File: src/rtl/if_pkg.sv
// Shared types and constants for the instruction fetch front end.
package if_pkg;

  // Widths of the fetch entry fields. The top's AW/IW must match these.
  localparam int FETCH_AW = 32;
  localparam int FETCH_IW = 32;

  // Instruction presented when nothing valid is available.
  localparam logic [FETCH_IW-1:0] NOP_INSTR = '0;

  // Sequential fetch stride in bytes.
  localparam int unsigned PC_STEP = 4;

  // One prefetched instruction together with the address it came from.
  typedef struct packed {
    logic [FETCH_AW-1:0] pc;
    logic [FETCH_IW-1:0] instr;
  } fetch_entry_t;

endpackage

File: src/rtl/if_fifo.sv
// Synchronous prefetch FIFO; clear wins over push and pop in the same cycle.
module if_fifo #(
  parameter int W     = 64,
  parameter int DEPTH = 4,
  localparam int PW   = $clog2(DEPTH),
  localparam int CW   = PW + 1
) (
  input  logic          clk,
  input  logic          rst_n,
  input  logic          clear,
  input  logic          push,
  input  logic          pop,
  input  logic [W-1:0]  din,
  output logic [W-1:0]  dout,
  output logic [CW-1:0] count,
  output logic          full,
  output logic          empty
);

  logic [W-1:0]  mem [DEPTH];
  logic [PW-1:0] wr_ptr;
  logic [PW-1:0] rd_ptr;
  logic          do_push;
  logic          do_pop;

  assign full    = (count == CW'(DEPTH));
  assign empty   = (count == '0);
  assign do_pop  = pop && !empty && !clear;
  assign do_push = push && (!full || do_pop) && !clear;
  assign dout    = mem[rd_ptr];

  // Entry storage: written on push only.
  // NOTE: the data array is deliberately not reset; count/empty gate every read, so stale contents are never observed.
  always_ff @(posedge clk) begin
    if (do_push) mem[wr_ptr] <= din;
  end

  // Pointer and occupancy bookkeeping.
  // NOTE: sequential state uses non-blocking assignments so every flop samples pre-edge values.
  always_ff @(posedge clk or negedge rst_n) begin
    if (!rst_n) begin
      wr_ptr <= '0;
      rd_ptr <= '0;
      count  <= '0;
    end else if (clear) begin
      wr_ptr <= '0;
      rd_ptr <= '0;
      count  <= '0;
    end else begin
      if (do_push) wr_ptr <= wr_ptr + PW'(1);
      if (do_pop)  rd_ptr <= rd_ptr + PW'(1);
      if (do_push && !do_pop)      count <= count + CW'(1);
      else if (!do_push && do_pop) count <= count - CW'(1);
    end
  end

endmodule

File: src/rtl/if_fetch_unit.sv
// Instruction fetch front end: PC, credit-based read issue, in-order response
// capture into a prefetch queue, and redirect with flush of in-flight reads.
module if_fetch_unit
  import if_pkg::*;
#(
  parameter int            IW       = FETCH_IW,
  parameter int            AW       = FETCH_AW,
  parameter int            DEPTH    = 4,
  parameter logic [AW-1:0] RESET_PC = '0
) (
  input  logic          clk,
  input  logic          rst_n,
  output logic          imem_req,
  output logic [AW-1:0] imem_addr,
  input  logic          imem_rvalid,
  input  logic [IW-1:0] imem_rdata,
  input  logic          stall,
  input  logic          redirect,
  input  logic [AW-1:0] redirect_pc,
  output logic [IW-1:0] ir,
  output logic          ir_valid,
  output logic [AW-1:0] pc_out
);

  localparam int            CW      = $clog2(DEPTH) + 1;
  localparam logic [CW:0]   CREDITS = (CW+1)'(DEPTH);

  logic [AW-1:0] pc_q;
  logic [AW-1:0] rsp_pc_q;     // address of the next response that will be kept
  logic [CW-1:0] inflight_q;
  logic [CW-1:0] inflight_d;
  logic [CW-1:0] discard_q;
  logic [CW-1:0] fifo_count;
  logic [CW:0]   occupancy;
  logic          fifo_full;
  logic          fifo_empty;
  logic          issue;
  logic          rsp_ok;
  logic          push;
  logic          pop;
  fetch_entry_t  push_entry;
  fetch_entry_t  head_entry;

  // Reads already requested plus words already queued may never exceed the queue size.
  assign occupancy = {1'b0, inflight_q} + {1'b0, fifo_count};
  assign issue     = rst_n && !redirect && (occupancy < CREDITS);

  // A response with nothing outstanding is a protocol error and is ignored.
  assign rsp_ok = imem_rvalid && (inflight_q != '0);

  // The full guard cannot trigger under the credit rule; it keeps the queue from ever seeing a rejected push.
  assign push       = rsp_ok && (discard_q == '0) && !redirect && (!fifo_full || pop);
  assign pop        = ir_valid && !stall && !redirect;
  assign push_entry = '{pc: rsp_pc_q, instr: imem_rdata};

  assign imem_req  = issue;
  assign imem_addr = pc_q;
  assign ir_valid  = !fifo_empty;
  assign ir        = ir_valid ? head_entry.instr : NOP_INSTR;
  assign pc_out    = ir_valid ? head_entry.pc    : '0;

  // Outstanding-read count after this cycle's issue and response.
  // NOTE: give every always_comb output a default first so no path can infer a latch.
  always_comb begin
    inflight_d = inflight_q;
    if (issue && !rsp_ok)      inflight_d = inflight_q + CW'(1);
    else if (!issue && rsp_ok) inflight_d = inflight_q - CW'(1);
  end

  // PC, response address and in-flight/discard counters; redirect overrides everything.
  always_ff @(posedge clk or negedge rst_n) begin
    if (!rst_n) begin
      pc_q       <= RESET_PC;
      rsp_pc_q   <= RESET_PC;
      inflight_q <= '0;
      discard_q  <= '0;
    end else begin
      inflight_q <= inflight_d;
      if (redirect) begin
        pc_q      <= redirect_pc;
        rsp_pc_q  <= redirect_pc;
        discard_q <= inflight_d;
      end else begin
        if (issue) pc_q <= pc_q + AW'(PC_STEP);
        if (rsp_ok) begin
          if (discard_q != '0) discard_q <= discard_q - CW'(1);
          else                 rsp_pc_q  <= rsp_pc_q + AW'(PC_STEP);
        end
      end
    end
  end

  if_fifo #(
    .W     ($bits(fetch_entry_t)),
    .DEPTH (DEPTH)
  ) u_fifo (
    .clk   (clk),
    .rst_n (rst_n),
    .clear (redirect),
    .push  (push),
    .pop   (pop),
    .din   (push_entry),
    .dout  (head_entry),
    .count (fifo_count),
    .full  (fifo_full),
    .empty (fifo_empty)
  );

endmodule

File: config.mk
export PLATFORM = sky130hd
export DESIGN_NAME = if_fetch_unit
export DESIGN_NICKNAME = d
export VERILOG_FILES = /design/src/rtl/if_pkg.sv /design/src/rtl/if_fifo.sv /design/src/rtl/if_fetch_unit.sv
export SDC_FILE = /design/constraint.sdc
export NUM_CORES = 1
export LEC_CHECK = 0
export CORE_UTILIZATION = 40
export CTS_BUF_LIST = sky130_fd_sc_hd__clkbuf_2 sky130_fd_sc_hd__clkbuf_4 sky130_fd_sc_hd__clkbuf_8
export DETAILED_ROUTE_END_ITERATION = 8
export PLACE_DENSITY = 0.62
export SLEW_MARGIN = 20
export SYNTH_ARGS = -nofsm -noshare
export SYNTH_HDL_FRONTEND = slang
export SYNTH_SLANG_ARGS = --single-unit
File: constraint.sdc
create_clock -name clk -period 3.3 [get_ports clk]
set_clock_uncertainty 0.1 [all_clocks]
set_input_delay 0.825 -clock clk [delete_from_list [all_inputs] [get_ports clk]]
set_output_delay 0.825 -clock clk [all_outputs]
set_load 0.01 [all_outputs]
# --- Word level (Yosys, flattened, before mapping) ---
# Memory sizes are Yosys's and may differ from the RTL's.
# Cells that the tools add are included.
totals:
  register_bits: 77
  ram_bits: 256
  input_bits: 69
  wordCells: 80
  memories: 1
memory_table:
  columns: ["memory", "depth", "width", "read_ports", "rd_clocked_by_memory_dff", "write_ports", "line_no", "rtl"]
  rows:
  - ["u_fifo.mem", 4, 64, 1, 0, 1, "if_fifo.sv:20", "logic [W-1:0] mem [DEPTH];"]
classes:
  addsub: 10
  order_cmp: 1
  n_eq_ne: 2
  n_mux: 21
  reduce_logical: 38
op_table:
  columns: ["op", "count"]
  rows:
  - ["32-bit two-way mux", 7]
  - ["32-bit by 3-bit adder with 32-bit output, second input constant", 2]
  - ["3-bit two-way mux", 8]
  - ["1-bit logical AND", 16]
  - ["2-bit nonzero test", 5]
  - ["3-bit nonzero test", 3]
  - ["3-bit by 1-bit subtractor with 3-bit output, second input constant", 3]
  - ["1-bit zero test", 8]
  - ["2-bit two-way mux", 4]
  - ["3-bit by 1-bit adder with 3-bit output, second input constant", 2]
  - ["3-bit zero test", 2]
  - ["2-bit by 1-bit adder with 2-bit output, second input constant", 2]
  - ["3-bit by 3-bit adder with 4-bit output", 1]
  - ["4-bit by 3-bit less-than comparator with 1-bit output, second input constant", 1]
  - ["2-bit AND reduction", 2]
  - ["3-bit equality test, second input constant", 1]
  - ["1-bit logical OR", 2]
  - ["1-bit two-way mux", 2]
  - ["2-bit != test, second input constant", 1]

# --- Depth between registers and ports, before layout ---
# Gate-level depths: netlist of the first run.
depth:
  depth_word: 14
  depth_mapped: 11
  depth_no_buf: 10

# --- Modules after synthesis ---
# Synthesis of the first run repeated with hierarchy kept, for this count alone.
unflattened:
  cells_unflattened: 887
  area_unflattened_um2: 14182.4
modules_own_cells:
  columns: ["module", "instances", "cells_per_inst", "area_per_inst_um2", "seq_area_each_um2"]
  rows:
  - ["if_fifo", 1, 394, 9763.1, 7862.5]
  - ["if_fetch_unit", 1, 493, 4419.2, 1751.7]

# --- Least setup slack after synthesis of the first run ---
# No wires, ideal clock.
synth_path:
  kind: "register to register"
  startpoint: "register inflight_q[1]"
  endpoint: "memory u_fifo.mem[1][0] (enable)"
  setup_ns: 0.429
  arrival_time_ns: 3.103
  required_time_ns: 2.771
  path_slack_ns: -0.332
  stages_incl_launch_ff: 8
  period_less_slack_ns: 3.632
  path_cell_list: "dfrtp_1 inv_1 ha_1 ha_1 nand4bb_1 buf_2 a211oi_2 and2_1"
synth_via:
  elab_chain_cells: 9
synth_lines:
  columns: ["item", "line_no", "rtl"]
  rows:
  - ["start: declaration", "if_fetch_unit.sv:30", "logic [CW-1:0] inflight_q;"]
  - ["start signal: assignment", "if_fetch_unit.sv:78", "inflight_q <= inflight_d;"]
  - ["3-bit nonzero test", "if_fetch_unit.sv:49", "assign rsp_ok = imem_rvalid && (inflight_q != '0);"]
  - ["1-bit logical AND", "if_fetch_unit.sv:49", null]
  - ["1-bit logical AND (3 in series)", "if_fetch_unit.sv:52", "assign push = rsp_ok && (discard_q == '0) && !redirect && (!fifo_full || pop);"]
  - ["1-bit logical AND (2 in series)", "if_fifo.sv:29", "assign do_push = push && (!full || do_pop) && !clear;"]
  - ["1-bit two-way mux", "if_fifo.sv:35", "if (do_push) mem[wr_ptr] <= din;"]
  - ["1-bit two-way mux (not written as such)", "if_fifo.sv:35", null]
  - ["end: declaration", "if_fifo.sv:20", null]
# Every way passes these cells.

# --- Worst setup path in the final report of the first run ---
layout_path:
  startpoint: "register u_fifo.rd_ptr[0]"
  endpoint: "output ir[31]"
layout_via:
  elab_chain_cells: 2
layout_lines:
  columns: ["item", "line_no", "rtl"]
  rows:
  - ["start: declaration", "if_fifo.sv:22", "logic [PW-1:0] rd_ptr;"]
  - ["start signal: assignment", "if_fifo.sv:51", "if (do_pop) rd_ptr <= rd_ptr + PW'(1);"]
  - ["memory read 4 x 64 bit", null, null]
  - ["32-bit two-way mux", "if_fetch_unit.sv:59", "assign ir = ir_valid ? head_entry.instr : NOP_INSTR;"]
  - ["end: declaration", "if_fetch_unit.sv:20", "output logic [IW-1:0] ir,"]
# Every way passes these cells.

==> flow_results.org, run 1 <==
** Finish
- For this run, the post-layout net count is 1201.
- Total inserted antenna cells :: 0
- Fraction of final layout cells sized beyond drive strength 1 :: 0.242
- Area growth from synthesis to layout :: 26.5%
- In the layout the commonest cells are sky130_fd_sc_hd__edfxtp_1, sky130_fd_sc_hd__clkdlybuf4s50_1, sky130_fd_sc_hd__dfrtp_1, sky130_fd_sc_hd__and2_1, sky130_fd_sc_hd__mux4_2.
- The library cell used most frequently in the layout, excluding fill and tap cells, is sky130_fd_sc_hd__edfxtp_1.
- Design area :: about 18000 um^2

** CTS
- In this run the clock root is driven by a sky130_fd_sc_hd__clkbuf_8.
- The longest clock path from root to sink contains 3 buffers.
- Number of CTS-inserted buffers :: 56
- Post-CTS clock slew at the launch and capture registers of the worst setup and hold paths :: 60 ps
- Counting every sink on the clock net gives 333.
- CTS built an H-tree with a depth of 2.
- Count of hold buffers inserted by post-cts repair :: 0
- TritonCTS built the clock tree.
- The clock reaches the later pin of the worst-skew pair after 570 ps.

** GRT
- Antenna violations before repair :: 0
- For met1 alone, demand over resource in global routing was 0.251.
- The layer flagged by global routing as most heavily used is met2.
- Total gr overflow :: 0
- The via count of the first global-routing pass was roughly 8.8k.
- GRT Total Usage :: 0.183
- First-pass GRT wire length :: 50500 um
- Met3 track utilization from global routing :: 0.0373
- Pin count of the biggest net entering global routing :: 54
- GR Layer Usage met2 :: 0.295

** Setup path
- STA puts the critical path data arrival time at 2330 ps.
- Maximum fanout along the worst path :: 7
- The setup path with the least slack is of type reg -> out.
- The worst setup path is captured at an output pin.
- Worst setup SP type :: flop
- Data required time at the worst endpoint :: around 2400 ps

** Drt
- Wirelength per Cell :: approximately 20 um
- Total wire length after detailed routing :: around 32000 um
- Count of nets left with antenna violations after detail routing :: 0
- The detailed router finished its first iteration with 465 violations.
- Via Count :: 8546
- Using the TritonRoute via totals, the vias-per-cell ratio works out to approximately 5.3.
- In the routed design, unresolved DRC markers number 0.
- For this run, the detailed router's first-pass iteration total came to 4.

** Yosys
- After synthesis the cells add up to approximately 14000 um^2.
- For this run, the number of Yosys warnings is 0.
- In the synthesized netlist the async set-or-reset flop fraction comes to 0.231.
- Synthesized instance count :: 881
- Sequential share of the synthesized area :: 0.684
- The synthesized design contains about 260 enable-type register cells.
- In this run, distinct cell masters in the synthesized netlist total 58.
- Synthesis-stage register bit count :: 333
- Net count after synthesis :: 964
- Among all flip-flop cells after synthesis, the most frequent one is sky130_fd_sc_hd__edfxtp_1.
- A synthesized cell averages 15.9 um^2.

** Power
- Post-route total power :: 11.8 mW
- For this design the static power due to leakage is 6.31 nW.
- Pwr Density :: 664 nW/um^2
- The worst-case IR drop observed on VDD is 337 uV.

** Die
- Cell Rows :: 68
- The die is roughly 190 um tall.
- 167 I/O pins were placed.
- The die covers 35900 um^2.
- Area of the core :: ~35000 um^2
- The die is 189 um wide.
- Initial core utilization :: 0.407

** STA
- Ratio of final minimum period to clock period :: 0.986
- Headroom to the max-slew limit came out at 0.384.
- Time the worst path needs with I/O delays and setup :: 3250 ps
- The final count of hold timing violations was 0.
- Worst-margin pin slew :: 920 ps
- Final critical-path setup slack :: 46.7 ps
- Based on the critical path, the design can be clocked at up to 307 MHz.
- Worst-case hold slack :: 275 ps
- Final setup violation count :: 0
- Unrepaired setup endpoints after global routing :: true
- The count of pins over their slew limit came to 0.

** Status
- The flow ran to the end, and the final reports show no timing, DRC or antenna violations.

** Place
- Placed wire-length estimate after detailed placement :: between 15000 and 20000 um
- The count of buffers added on input and output ports is between 150 and 200.
- Worst slack, placed :: 60.9 ps
- Cell area after placement :: 16600 um^2
- At the end of routability-driven placement, the weighted congestion stood at just over 0.8.

** Run
- Max-cap violations in this run came to 0.

** Worst hold path
- Path category of the worst min-delay check :: in -> async
==> registers in the layout, indices dropped and copies added (netlist names) <==
name	cells
discard_q	3
imem_addr	32
inflight_q	3
rsp_pc_q	32
u_fifo.count	3
u_fifo.mem	256
u_fifo.rd_ptr	2
u_fifo.wr_ptr	2
==> Yosys cell counts (all sizes together) (2+ instances only) <==
| library cell | n | share of area |
|---|---|---|
| a211oi | 3 | 0.0020 |
| a21boi | 10 | 0.0053 |
| a21oi | 15 | 0.0053 |
| a31o | 3 | 0.0019 |
| a31oi | 5 | 0.0022 |
| and2 | 76 | 0.034 |
| and3 | 10 | 0.0045 |
| and4 | 5 | 0.0031 |
| buf | 15 | 0.0057 |
| clkbuf | 25 | 0.0067 |
| dfrtp | 77 | 0.14 |
| edfxtp | 256 | 0.55 |
| ha | 13 | 0.012 |
| inv | 19 | 0.0051 |
| mux2 | 11 | 0.0088 |
| mux2i | 5 | 0.0036 |
| mux4 | 64 | 0.10 |
| nand2 | 50 | 0.014 |
| nand2b | 7 | 0.0031 |
| nand3 | 32 | 0.011 |
| nand4 | 20 | 0.0089 |
| nor2 | 28 | 0.0075 |
| nor2b | 3 | 0.0013 |
| nor3 | 10 | 0.0036 |
| nor3b | 2 | 0.0011 |
| nor4 | 5 | 0.0037 |
| o211ai | 9 | 0.0048 |
| o21ai | 37 | 0.013 |
| o311ai | 5 | 0.0031 |
| or3 | 3 | 0.0013 |
| xnor2 | 18 | 0.011 |
| xor2 | 25 | 0.016 |
==> routing by layer <==
metal / wire length [um] / vias to the layer above
met2: 15100 / 278
li1: - / 3862
met4: 618 / 0
met3: 2000 / 50
met1: 14500 / 4356
met5: 0 / -
==> where the power goes <==
group | total [mW] | leakage, nW | switching [mW] | internal, mW
logic | 3.02 | 2.50 | 1.47 | 1.56
registers | 5.00 | 3.22 | 0.258 | 4.75
clock network | 3.76 | 0.592 | 1.60 | 2.16
==> layout make-up <==
type | count | area, um^2
Clock buffer | 70 | 895
Clock inverter | 30 | 262
Fill cell | 2960 | 16800
Inverter | 20 | 75.1
Multi-Input combinational cell | 488 | 4220
Sequential cell | 333 | 9620
Tap cell | 455 | 569
Timing Repair Buffer | 219 | 2130
==> worst paths after layout <==
kind                            cells past startpoint              from  slack, ps               end
max in group asynchronous                           3             rst_n       1820  u_fifo.rd_ptr[0]
worst min register to register                      2      imem_addr[1]        430      imem_addr[1]
worst max register to register                      8   u_fifo.count[2]        500      imem_addr[5]
worst max-delay path                                6  u_fifo.rd_ptr[0]         50            ir[31]
worst min-delay path                                2             rst_n        270       rsp_pc_q[9]
min in group clk                                    2      imem_addr[1]        430      imem_addr[1]
==> cells by family after synthesis <==
family,count (synthesis),share of synthesized area
fa+ha+maj,14,0.0130
mux,80,0.115
simple gates,256,0.100
flops,333,0.684
xor+xnor,43,0.0268
buf+inv,60,0.0177
compound gates,95,0.0427
==> worst max-delay path: stages, from the launching register on <==
cell                              delay [ps]
sky130_fd_sc_hd__dfrtp_4                 510
sky130_fd_sc_hd__buf_4                   160
sky130_fd_sc_hd__buf_12                  130
sky130_fd_sc_hd__buf_12                  140
sky130_fd_sc_hd__mux4_2                  420
sky130_fd_sc_hd__and2_1                  170
sky130_fd_sc_hd__clkdlybuf4s15_1         220
==> stage by stage <==
| stage | instances | util | setup TNS (ps) |
|---|---|---|---|
| finish | 1615 | 0.514 | 0 |
| global route | 1615 | 0.514 | -54.6 |
| CTS | 1615 | 0.518 | -172 |
| detailed placement | 1499 | 0.479 | 0 |
| global placement | 1499 | 0.479 | 0 |
| floorplan | 881 | - | 0 |
==> repair_timing <==
action	CTS	global route
pin swaps	1	1
buffers inserted	13	1
cloned	3	0
setup endpoints to repair	65	31
gates resized for setup	150	50
No activity file was read; power rests on OpenSTA's default activity.
==> inputs of run 2 (changes only) <==
--- a/config.mk
+++ b/config.mk
@@ -5,10 +5,10 @@
 export SDC_FILE = /design/constraint.sdc
 export NUM_CORES = 1
 export LEC_CHECK = 0
-export CORE_UTILIZATION = 40
+export CORE_UTILIZATION = 52
 export CTS_BUF_LIST = sky130_fd_sc_hd__clkbuf_2 sky130_fd_sc_hd__clkbuf_4 sky130_fd_sc_hd__clkbuf_8
 export DETAILED_ROUTE_END_ITERATION = 8
-export PLACE_DENSITY = 0.62
+export PLACE_DENSITY = 0.77
 export SLEW_MARGIN = 20
 export SYNTH_ARGS = -nofsm -noshare
 export SYNTH_HDL_FRONTEND = slang
==> run 2 against run 1 <==
Net effect:
- the run now ends with design-rule violations left
- register-to-register slack improved by 80 ps
- power down 1.3%
- sequential share of layout area grew 0.62 points
- clock-buffer cell count shrank 4
- cell count fell by 7.9%
- combinational power is 2% lower
- routed wire length down 5.4%
- largest power group unchanged
- highest routed layer unchanged
==> flow_results.org, run 2 (synthesis results as in run 1) <==
** Run
- The max-capacitance violation count is 0 (unchanged).

** Setup path
- Critical path capture point type :: output pin (unchanged)
- The element type at the critical path start was a flop (unchanged).
- Maximum fanout along the worst path :: 11 (was 7)
- Worst setup path category :: reg -> out (unchanged)
- The required time of the critical path is 2370 ps (about the same).
- Arr. time, crit path :: 2310 ps (was 2330 ps)

** STA
- Max-slew violation count :: 0 (unchanged)
- Final critical-path setup slack :: 66.6 ps (was 46.7 ps)
- The final count of hold timing violations is 0 (unchanged).
- The maximum frequency from static timing analysis is 309 MHz (was 307 MHz).
- Unrepaired setup endpoints after global routing :: false (was true)
- Max_slew headroom :: 0.378 (was 0.384)
- Final setup violation count :: 0 (unchanged)
- The post-layout minimum cycle time was 3230 ps (was 3250 ps).
- The pin slew with the least headroom to its limit is 929 ps (was 920 ps).
- Ratio of final minimum period to clock period :: 0.980 (was 0.986)

** Drt
- Mean number of vias per cell :: 5.73 (was 5.29)
- Number of DRC violations after detailed routing :: 16 (was 0)
- The first-pass iteration count of the detailed router was 7 (was 4).
- The average detailed-routed wire length per instance is 20.5 um (was 19.9 um).
- Count of nets left with antenna violations after detail routing :: 0 (unchanged)
- The sum of routed wire length over all layers was 30400 um (was 32200 um).
- The DRC violation total after the first TritonRoute iteration was 622 (was 465).
- The total number of vias was 8523 (was 8546).

** Finish
- Final-stage net count :: 1194 (was 1201)
- The fraction of final layout cells sized beyond drive strength 1 was 0.209 (was 0.242).
- The register containing the most flip-flops in the final layout was u_fifo.mem (unchanged).
- Area growth from synthesis to layout :: 25.0% (was 26.5%)
- The most common cell after layout, fill and taps aside is sky130_fd_sc_hd__edfxtp_1 (unchanged).
- Commonest cells after routing, fill and taps aside :: sky130_fd_sc_hd__edfxtp_1, sky130_fd_sc_hd__clkdlybuf4s50_1, sky130_fd_sc_hd__dfrtp_1, sky130_fd_sc_hd__and2_1, sky130_fd_sc_hd__mux4_2 (unchanged)
- The number of antenna diodes came to 0 (unchanged).
- The flip-flop count of the largest register after layout came to 256 (unchanged).

** GRT
- The number of antenna violations at the first check in global routing was 1 (was 0).
- The first-pass GRT wire length came to 48600 um (was 50500 um).
- The via count of the first global-routing pass was 8812 (was 8773).
- Total gr overflow :: 0 (unchanged)
- Pin count of the biggest net entering global routing :: 58 (was 54)
- The total global-route track usage is 0.228 (was 0.183).

** Worst hold path
- The worst hold path class is in -> async (unchanged).

** Power
- The power consumption is 11.6 mW (was 11.8 mW).
- The largest voltage drop on the vdd net is 345 uV (was 337 uV).
- The reported leakage power is 6.34 nW (was 6.31 nW).
- Pwr Density :: 662 nW/um^2 (was 664 nW/um^2)

** Place
- The post-placement worst setup slack was 45.5 ps (was 60.9 ps).
- Placed wire-length estimate after detailed placement :: 19100 um (was 19600 um)
- Total of buffers placed on input and output ports :: 166 (unchanged)
- Weighted congestion at the end of routability-driven global placement :: 0.849 (was 0.816)

** Status
- Status :: finished with violations (was finished, final reports clean)
- Violated checks :: design-rule violations

** CTS
- Buffers from clock root to sink, at most :: 3 (unchanged)
- H-tree levels :: 2 (unchanged)
- The CTS tree is done (unchanged).
- Clock root buffer :: sky130_fd_sc_hd__clkbuf_8 (unchanged)
- The worst-skew pair later-pin latency is 570 ps (about the same).
- The total clock buffers created by CTS was 52 (was 56).
- Number of sinks handled by clock tree synthesis :: 333 (unchanged)
- The clock-pin slew of the registers on the worst-case setup and hold paths came to 70 ps (was 60 ps).

** Die
- Area of the core :: 26300 um^2 (was 34500 um^2)
- Die outline height :: 166 um (was 189 um)
- Initial core utilization :: 0.534 (was 0.407)
- Boundary pin count :: 167 (unchanged)
- The horizontal extent of the die is 166 um (was 189 um).
- The die area was 27700 um^2 (was 35900 um^2).
- The cell row count came to 59 (was 68).
==> run 2: changes by cell type in the layout (fill, tap and decap cells not counted), moves of 3 or more <==
cell                            delta
sky130_fd_sc_hd__and2_4            -7
sky130_fd_sc_hd__buf_12            -7
sky130_fd_sc_hd__clkbuf_8          -5
sky130_fd_sc_hd__clkbuf_2          -7
sky130_fd_sc_hd__buf_2            -18
sky130_fd_sc_hd__and2_1            +7
sky130_fd_sc_hd__dlygate4sd2_1    +27
sky130_fd_sc_hd__buf_4             +3
==> run 2: layout make-up <==
class                   count  area, um^2
clock buffers              66         833
well taps                 335         419
inverters                  20        75.1
multi-input cells         488        4200
fillers                  1825        8720
clock inverters            30         288
flip-flops and latches    333        9620
repair buffers            216        2130
==> run 2: where the power goes <==
part           internal [mW]  switching (mW)
clock                   2.13            1.55
combinational           1.51            1.44
sequential              4.74           0.255
total                   8.39            3.24
==> run 2: final timing paths <==
path	from	end	slack, ps	depth (start not counted)
max in group asynchronous	rst_n	u_fifo.rd_ptr[0]	1830	3
worst min-delay path	rst_n	imem_addr[12]	180	2
worst min register to register	imem_addr[1]	imem_addr[1]	430	2
min in group clk	imem_addr[1]	imem_addr[1]	430	2
worst max register to register	u_fifo.count[2]	imem_addr[5]	580	8
worst max-delay path	u_fifo.rd_ptr[0]	pc_out[10]	70	6
==> run 2: critical path, cell delays in order (launching register included) <==
cell	delay (ps)
sky130_fd_sc_hd__dfrtp_4	510
sky130_fd_sc_hd__buf_4	150
sky130_fd_sc_hd__buf_12	120
sky130_fd_sc_hd__buf_12	150
sky130_fd_sc_hd__mux4_2	420
sky130_fd_sc_hd__and2_1	170
sky130_fd_sc_hd__clkdlybuf4s15_1	230
==> run 2: routing by layer <==
| layer | global-route usage | part of all wire |
|---|---|---|
| met1 | 0.318 | 0.42 |
| met2 | 0.376 | 0.49 |
| met3 | 0.0362 | 0.073 |
| met4 | 0.0632 | 0.017 |
| met5 | 0 | 0 |
==> run 2: through the flow <==
step | util | instances | setup TNS, ps | area, um^2 | hold WS, ps
after floorplan | - | 881 | 0 | 14100 | 376
after global placement | 0.624 | 1380 | 0 | 16400 | 417
after detailed placement | 0.624 | 1380 | 0 | 16400 | 427
after CTS | 0.672 | 1488 | -162 | 17600 | 156
after global routing | 0.668 | 1488 | 0 | 17600 | 172
final | 0.668 | 1488 | 0 | 17600 | 179
==> run 2: repair_timing <==
action / in CTS / in global routing
setup buffers: 10 / 0
gates resized for setup: 91 / 25
gates cloned: 2 / 0
pin swaps: 0 / 2
endpoints found under the setup margin: 65 / 31
hold buffers: 0 / 0
